$ cat src/rtl/msg_seq_pkg.sv
// Shared types and message ROM contents for the ASCII character sequencer.
package msg_seq_pkg;

  typedef enum logic [1:0] {IDLE, FETCH, SEND, NL} seq_state_t;

  localparam int ROM_MSGS = 4;
  localparam int ROM_LEN  = 16;

  localparam logic [7:0] NL_CHAR = 8'h0A;

  localparam int MSG_LEN [ROM_MSGS] = '{9, 7, 6, 3};

  // "Guatemala", "Quetzal", "Zacapa", "Soy", zero padded to ROM_LEN
  localparam logic [7:0] ROM_INIT [ROM_MSGS][ROM_LEN] = '{
    '{8'h47, 8'h75, 8'h61, 8'h74, 8'h65, 8'h6D, 8'h61, 8'h6C,
      8'h61, 8'h00, 8'h00, 8'h00, 8'h00, 8'h00, 8'h00, 8'h00},
    '{8'h51, 8'h75, 8'h65, 8'h74, 8'h7A, 8'h61, 8'h6C, 8'h00,
      8'h00, 8'h00, 8'h00, 8'h00, 8'h00, 8'h00, 8'h00, 8'h00},
    '{8'h5A, 8'h61, 8'h63, 8'h61, 8'h70, 8'h61, 8'h00, 8'h00,
      8'h00, 8'h00, 8'h00, 8'h00, 8'h00, 8'h00, 8'h00, 8'h00},
    '{8'h53, 8'h6F, 8'h79, 8'h00, 8'h00, 8'h00, 8'h00, 8'h00,
      8'h00, 8'h00, 8'h00, 8'h00, 8'h00, 8'h00, 8'h00, 8'h00}
  };

  function automatic int msg_len(input int m);
    if (m >= 0 && m < ROM_MSGS) return MSG_LEN[m];
    return 1;
  endfunction

  function automatic logic [7:0] rom_char(input int m, input int i);
    if (m >= 0 && m < ROM_MSGS && i >= 0 && i < ROM_LEN) return ROM_INIT[m][i];
    return 8'h00;
  endfunction

endpackage

$ cat src/rtl/msg_rom.sv
// Synchronous-read message ROM, one-cycle latency, addressed as {msg, index}.
module msg_rom
  import msg_seq_pkg::*;
#(
  parameter int NUM_MSG = 4,
  parameter int MAX_LEN = 16,
  parameter int DATA_W  = 8,
  parameter int SEL_W   = 2,
  parameter int IDX_W   = 4
) (
  input  logic                    clk,
  input  logic                    reset,
  input  logic                    rd_en,
  input  logic [SEL_W+IDX_W-1:0]  addr,
  output logic [DATA_W-1:0]       rd_data
);

  int m;
  int i;
  logic [DATA_W-1:0] word;

  always_comb begin
    m = int'(addr[SEL_W+IDX_W-1:IDX_W]);
    i = int'(addr[IDX_W-1:0]);
    word = '0;
    if (m < NUM_MSG && i < MAX_LEN) word = DATA_W'(rom_char(m, i));
  end

  // Output register is cleared on reset so char_data reads 0 out of reset
  always_ff @(posedge clk or posedge reset) begin
    if (reset) rd_data <= '0;
    else if (rd_en) rd_data <= word;
  end

endmodule

$ cat src/rtl/msg_char_sequencer.sv
// Multi-message ASCII streamer over a valid/ready byte interface.
// Define SEQ_NEWLINE_EN to append an 8'h0A terminator to every message.
module msg_char_sequencer
  import msg_seq_pkg::*;
#(
  parameter int NUM_MSG = 4,
  parameter int MAX_LEN = 16,
  parameter int DATA_W  = 8,
  localparam int SEL_W  = $clog2(NUM_MSG),
  localparam int IDX_W  = $clog2(MAX_LEN)
) (
  input  logic              clk,
  input  logic              reset,
  input  logic              start,
  input  logic              stop,
  input  logic              loop_mode,
  input  logic [SEL_W-1:0]  sel,
  output logic [DATA_W-1:0] char_data,
  output logic              char_valid,
  input  logic              char_ready,
  output logic              char_first,
  output logic              char_last,
  output logic              busy,
  output logic              done
);

  seq_state_t state_q, state_n;
  logic [IDX_W-1:0] idx_q, idx_n, idx_last;
  logic [SEL_W-1:0] msg_q, msg_n, sel_eff;
  logic done_q, done_n, boundary;
  logic [DATA_W-1:0] rom_data;

  assign sel_eff  = (32'(sel) >= NUM_MSG) ? '0 : sel;
  assign idx_last = IDX_W'(msg_len(int'(msg_q)) - 1);

  msg_rom #(
    .NUM_MSG (NUM_MSG),
    .MAX_LEN (MAX_LEN),
    .DATA_W  (DATA_W),
    .SEL_W   (SEL_W),
    .IDX_W   (IDX_W)
  ) u_rom (
    .clk     (clk),
    .reset   (reset),
    .rd_en   (state_q == FETCH),
    .addr    ({msg_q, idx_q}),
    .rd_data (rom_data)
  );

  always_comb begin
    state_n  = state_q;
    idx_n    = idx_q;
    msg_n    = msg_q;
    done_n   = 1'b0;
    boundary = 1'b0;
    case (state_q)
      IDLE: begin
        if (start) begin
          msg_n   = sel_eff;
          idx_n   = '0;
          state_n = FETCH;
        end
      end
      FETCH: state_n = SEND;
      SEND: begin
        if (char_ready) begin
          if (idx_q != idx_last) begin
            idx_n   = idx_q + IDX_W'(1);
            state_n = FETCH;
          end else begin
`ifdef SEQ_NEWLINE_EN
            state_n = NL;
`else
            boundary = 1'b1;
`endif
          end
        end
      end
      NL: begin
        if (char_ready) boundary = 1'b1;
      end
      default: state_n = IDLE;
    endcase
    // Message boundary: sel is re-sampled only here when looping
    if (boundary) begin
      if (loop_mode && !stop) begin
        msg_n   = sel_eff;
        idx_n   = '0;
        state_n = FETCH;
      end else begin
        state_n = IDLE;
        done_n  = 1'b1;
      end
    end
  end

  always_ff @(posedge clk or posedge reset) begin
    if (reset) begin
      state_q <= IDLE;
      idx_q   <= '0;
      msg_q   <= '0;
      done_q  <= 1'b0;
    end else begin
      state_q <= state_n;
      idx_q   <= idx_n;
      msg_q   <= msg_n;
      done_q  <= done_n;
    end
  end

  assign char_valid = (state_q == SEND) || (state_q == NL);
  assign char_data  = (state_q == NL) ? DATA_W'(NL_CHAR) : rom_data;
  assign char_first = (state_q == SEND) && (idx_q == '0);
`ifdef SEQ_NEWLINE_EN
  assign char_last  = (state_q == NL);
`else
  assign char_last  = (state_q == SEND) && (idx_q == idx_last);
`endif
  assign busy = (state_q != IDLE);
  assign done = done_q;

endmodule

$ cat config.mk
export PLATFORM = sky130hd
export DESIGN_NAME = msg_char_sequencer
export DESIGN_NICKNAME = d
export VERILOG_FILES = /design/src/rtl/msg_seq_pkg.sv /design/src/rtl/msg_rom.sv /design/src/rtl/msg_char_sequencer.sv
export SDC_FILE = /design/constraint.sdc
export NUM_CORES = 1
export LEC_CHECK = 0
export ABC_AREA = 0
export CELL_PAD_IN_SITES_DETAIL_PLACEMENT = 1
export CELL_PAD_IN_SITES_GLOBAL_PLACEMENT = 2
export CORE_ASPECT_RATIO = 1.1
export CORE_MARGIN = 3
export CORE_UTILIZATION = 40
export CTS_CLUSTER_DIAMETER = 30
export DETAILED_ROUTE_END_ITERATION = 12
export DONT_BUFFER_PORTS = 1
export HOLD_SLACK_MARGIN = 0.02
export PLACE_DENSITY = 0.86
export SETUP_SLACK_MARGIN = 0.2
export SYNTH_ARGS = -nofsm -noshare
export SYNTH_HDL_FRONTEND = slang
export SYNTH_HIERARCHICAL = 1
export SYNTH_SLANG_ARGS = --single-unit
$ cat constraint.sdc
create_clock -name clk -period 3.1 [get_ports clk]
set_input_delay 0.93 -clock clk [delete_from_list [all_inputs] [get_ports clk]]
set_output_delay 0.93 -clock clk [all_outputs]
set_load 0.01 [all_outputs]
; Yosys cells after proc, flatten, opt, wreduce, memory -nomap -nowiden
; Index checks and enable logic that the tools add are counted.
[op_classes]
addsub = 2
order_cmp = 2
eq_ne = 8
mux = 32
n_bitwise = 2
n_reduce_logical = 10
[ops]
columns = op, n
row1 = 128-bit binary-select mux with 2-bit select, 1
row2 = 128-bit 2-to-1 mux, 2
row3 = 32-bit binary-select mux with 2-bit select, 1
row4 = 8-bit binary-select mux with 4-bit select, 1
row5 = "32-bit by 3-bit greater-or-equal comparator with 1-bit output, second input constant", 1
row6 = "32-bit by 5-bit greater-or-equal comparator with 1-bit output, second input constant", 1
row7 = 2-bit inverter with 32-bit output, 1
row8 = 4-bit inverter with 32-bit output, 1
row9 = 4-bit 2-to-1 mux, 7
row10 = 8-bit 2-to-1 mux, 3
row11 = 2-bit 2-to-1 mux, 8
row12 = "3-bit != test, second input constant", 3
row13 = 4-bit case mux with 2 select lines, 1
row14 = 1-bit 2-to-1 mux, 6
row15 = 2-bit case mux with 3 select lines, 1
row16 = "4-bit by 1-bit adder with 4-bit output, second input constant", 1
row17 = "2-bit == test, second input constant", 2
row18 = 4-bit == test, 1
row19 = 4-bit zero test, 1
row20 = 4-bit != test, 1
row21 = 4-bit AND reduction, 1
row22 = 4-bit nonzero test, 1
row23 = "4-bit by 2-bit subtractor with 4-bit output, second input constant", 1
row24 = 1-bit logical AND, 3
row25 = other kinds (6), 6
[word_totals]
register_bits = 17
out_inout_bits = 13
word_cells = 61

; Depth between registers and ports, before layout
[depth]
ltp_word = 11
ltp_mapped = 7
ltp_nobuf = 6

; By module
; The synthesis kept the hierarchy.
[by_module_without_submodules]
columns = module, n_inst, cells_per_inst, area_per_inst_um2, seq_area_each_um2
row1 = msg_char_sequencer, 1, 80, 691.9, 225.2
row2 = msg_rom, 1, 78, 656.9, 175.2

; Worst setup path after synthesis
; Ideal clock, no wire load.
[synth_timing]
kind = reg2out
startpoint = register msg_q[0]
endpoint = output char_last
t_arrival_ps = 1514
required_ps = 2170
path_slack_ps = 656
stages_incl_launch_ff = 6
n_path_buf = 0
path_cell_list = dfrtp_1 -> inv_1 -> ha_1 -> xnor2_1 -> nand4_1 -> nor2_1
[synth_between]
elab_chain_len = 7
[synth_rtl]
columns = item, line
row1 = "start, declared", msg_char_sequencer.sv:29  ; logic [SEL_W-1:0] msg_q, msg_n, sel_eff;
row2 = "start signal, assigned", msg_char_sequencer.sv:106  ; msg_q <= msg_n;
row3 = 2-bit inverter with 32-bit output (implied by the code), msg_seq_pkg.sv:26  ; if (m >= 0 && m < ROM_MSGS) return MSG_LEN[m];
row4 = 32-bit binary-select mux with 2-bit select, msg_seq_pkg.sv:26
row5 = 4-bit 2-to-1 mux (implied by the code) (2 in series), msg_seq_pkg.sv:26
row6 = 4-bit by 2-bit subtractor with 4-bit output, msg_char_sequencer.sv:34  ; assign idx_last = IDX_W'(msg_len(int'(msg_q)) - 1);
row7 = 4-bit == test, msg_char_sequencer.sv:117  ; assign char_last = (state_q == SEND) && (idx_q == idx_last);
row8 = 1-bit logical AND, msg_char_sequencer.sv:117
row9 = "end, declared", msg_char_sequencer.sv:22  ; output logic char_last,
; Every way passes these cells. The select of a mux whose other input is x is not followed.

; Final worst setup path
; Same ends and word-level chain as after synthesis.

==> run summary <==
The layout overhead on the synthesized area came out at 6.03%. The slowest stage of the critical path belongs to the cell sky130_fd_sc_hd__dfrtp_2. The detailed-router iteration count before antenna repair came out at 4. The critical path startpoint category is a register. The via count is 1,175. The final wirelength came out at 3.50 mm. Buffers inserted to repair hold after CTS numbered 0. The number of buffer and inverter stages on the critical path came out at 1. The number of violations of the max-capacitance limit is 0. The achievable frequency is 0.367 GHz. The setup TNS came out at 0 ns. The aggregate global routing overflow is 0. Setup repair after global routing left no endpoint under its margin. The setup slack on the worst flop-to-flop path is 1.07 ns. After synthesis, the mean cell area works out to 8.54 um2.

The largest buffer count on any clock path is 2. The die span in x is 61.4 um. The number of nets with antenna violations after detailed routing is 0. After detailed routing, the average wire length per cell comes to 18.2 um. The final number of hold-violating endpoints came out at 0. The number of cells produced by synthesis is 158. In this run the critical register-to-register path is captured at msg_q[0]. The via count of the first global-routing pass came to 1,234.

The dominant register cell in the synthesized netlist is sky130_fd_sc_hd__dfrtp_1. The placement row count is 21. The post-detailed-route via-to-cell ratio came out at 6.09.

The standby leakage power is 0.598 nW. The number of buffers added on ports came out at 0. The worst hold path belongs to the class input port to asynchronous set/reset pin. Between clock sinks in the finished design, the worst skew comes to 0.00535 ns.

The number of distinct standard cells referenced by the synthesized netlist is 45. The area of the die came out at 4110 um2. The worst setup path is captured at an output port.

The category of the most critical setup path is register to output port. The number of top-level pins came out at 21. The power density of the placed cells is 1070 nW/um2. Yosys printed 6 warnings.

The time the worst path needs with I/O delays and setup came out at 2.73 ns. The initial cell density of the core is 43.1%. The net count of the finished layout is 178. The number of antenna repair diodes is 0. In the routed design, unresolved DRC markers number 0. The number of synthesized flops with an enable pin came out at 0. The synthesized area came out at 1350 um2. On the critical path the largest part of the delay comes from flip-flops.

The worst path required time is 2.17 ns. The flow ran to the end, and the final reports show no timing, DRC or antenna violations. In the final layout, the share of cells above drive strength 1 is 15.1%. The detailed placement HPWL came out at 2.61 mm.

The count of final setup violators is 0. The net count after synthesis is 176. The clock transition at the registers of the reported paths is 0.11 ns. Buffers inserted during clock tree synthesis total 3.

After synthesis the netlist holds a flip-flop and latch count of 16. The root buffer cell chosen for the clock tree is sky130_fd_sc_hd__clkbuf_4. The part of the Yosys area used for sequential elements is 29.7%.

The worst-case reg-to-reg path depth came out at 6. TritonCTS built the clock tree. The pin slew with the least headroom to its limit is 0.560 ns. The final RePlAce weighted congestion is 0.748. The largest net degree at the start of global routing is 22. The wire length of the first global-routing pass came out at 5.80 mm. The floorplan core area came out at 3130 um2. The initial antenna violation count was 0. The CTS sink count came out at 16. The relative slew slack came out at 62.2%. In the finished design, the share of the clock period the worst path needs comes to 88.0%. The first routing iteration left 62 violations.

The deepest level of the CTS H-tree came out at 1. The largest stage delay on the critical path came out at 0.47 ns. For this run, the total global-route usage over all layers was measured as 19.2%. The final standard cell count with taps included and fillers excluded is 193. The arrival time of the worst setup path came out at 1.80 ns. The launch point of the worst reg-to-reg path is msg_q[0].

Traced cell by cell, the critical path runs through inv_1 > ha_1 > xnor2_2 > nand4_1 > nor2_2. The number of slew-limit violations in the final report came out at 0. The largest vdd supply drop came out at 0.414 mV. The clock latency on the worst-skew pair came out at 0.29 ns.

The fraction of registers with async set or reset after synthesis is 100%. The worst-path maximum fanout is 9. The library cells used most frequently in the layout, excluding fill and tap cells, are sky130_fd_sc_hd__inv_1, sky130_fd_sc_hd__dfrtp_1, sky130_fd_sc_hd__nand2_1, sky130_fd_sc_hd__nor2_1, sky130_fd_sc_hd__ha_1. Including well taps, the total number of placed cells is 188. The height of the die came out at 66.9 um.
==> cell type report <==
class	instances	area (um2)
well taps	34	42.5
flip-flops and latches	16	403
clock buffers	4	36.3
inverters	14	52.6
fillers	377	1700
multi-input cells	119	851
repair buffers	6	45.0
==> synthesized netlist by cell type (2+ instances only) <==
cell | instances | share of area (%)
sky130_fd_sc_hd__a21oi_1 | 7 | 2.6
sky130_fd_sc_hd__a31oi_1 | 5 | 2.3
sky130_fd_sc_hd__and2_1 | 6 | 2.8
sky130_fd_sc_hd__buf_2 | 2 | 0.74
sky130_fd_sc_hd__buf_6 | 2 | 1.7
sky130_fd_sc_hd__clkbuf_1 | 4 | 1.1
sky130_fd_sc_hd__dfrtp_1 | 16 | 30
sky130_fd_sc_hd__ha_1 | 10 | 9.3
sky130_fd_sc_hd__inv_1 | 14 | 3.9
sky130_fd_sc_hd__mux2_1 | 2 | 1.7
sky130_fd_sc_hd__mux2_2 | 2 | 1.7
sky130_fd_sc_hd__mux2i_1 | 5 | 3.7
sky130_fd_sc_hd__nand2_1 | 12 | 3.3
sky130_fd_sc_hd__nand2b_1 | 4 | 1.9
sky130_fd_sc_hd__nand3_1 | 2 | 0.74
sky130_fd_sc_hd__nand3b_1 | 4 | 2.2
sky130_fd_sc_hd__nor2_1 | 11 | 3.1
sky130_fd_sc_hd__nor2b_1 | 6 | 2.8
sky130_fd_sc_hd__nor3_1 | 2 | 0.74
sky130_fd_sc_hd__nor4_1 | 2 | 0.93
sky130_fd_sc_hd__o21ai_0 | 5 | 1.9
sky130_fd_sc_hd__o21ai_1 | 8 | 3.0
sky130_fd_sc_hd__o22ai_1 | 2 | 0.93
sky130_fd_sc_hd__xnor2_1 | 4 | 2.6
==> metrics by stage <==
stage | hold slack, ns | total power, W | area, um2 | util (%) | setup WS [ns]
floorplan | 0.467 | 0.00113 | 1350 | - | 0.656
global placement | 0.488 | 0.00130 | 1370 | 43.9 | 0.525
detailed placement | 0.489 | 0.00134 | 1370 | 43.9 | 0.433
CTS | 0.443 | 0.00150 | 1420 | 45.3 | 0.213
global route | 0.442 | 0.00167 | 1430 | 45.7 | 0.239
finish | 0.440 | 0.00153 | 1430 | 45.7 | 0.373
==> worst max-delay path by stage <==
stage	to	cells past startpoint	start
final	char_last	5	msg_q[0]
after global routing	char_last	5	msg_q[0]
after CTS	char_last	5	msg_q[0]
after detailed placement	char_last	5	msg_q[0]
after global placement	char_last	5	msg_q[0]
after floorplan	char_last	5	msg_q[0]
==> flip-flops by register name, summed over array words and instances (netlist names) <==
name / count
u_rom/rd_data: 7
idx_q: 4
msg_q: 2
state_q: 2
done: 1
==> layer usage <==
layer | track usage (%) | vias to the layer above | part of all wire [%]
met5 | 0 | - | 0
met4 | 6.10 | 0 | 1.3
met3 | 4.26 | 6 | 3.1
met2 | 35.1 | 20 | 55
met1 | 21.4 | 595 | 41
li1 | - | 554 | -
==> logic make-up (layout without fill, tap and decap cells) <==
kind of cell | Yosys count | after routing | share of synthesized area (%)
flops | 16 | 16 | 29.7
mux | 9 | 9 | 7.05
other cells | 1 | 1 | 0.278
compound gates | 39 | 39 | 20.7
fa+ha+maj | 10 | 10 | 9.28
buf+inv | 23 | 24 | 7.98
xor+xnor | 4 | 4 | 2.60
simple gates | 56 | 56 | 22.5
==> report_power, final <==
group          switching [W]  leakage [nW]  internal [W]
clock network      0.0000745        0.0210     0.0000716
registers           0.000126         0.196      0.000299
logic               0.000568         0.382      0.000387
==> timing repair <==
action,4_1_cts,5_1_grt
setup endpoints to repair,1,1
cloned,0,0
hold endpoints to repair,0,0
pin swaps,0,1
setup buffers,0,1
gates resized for setup,3,1
No activity file was read; power rests on OpenSTA's default activity.
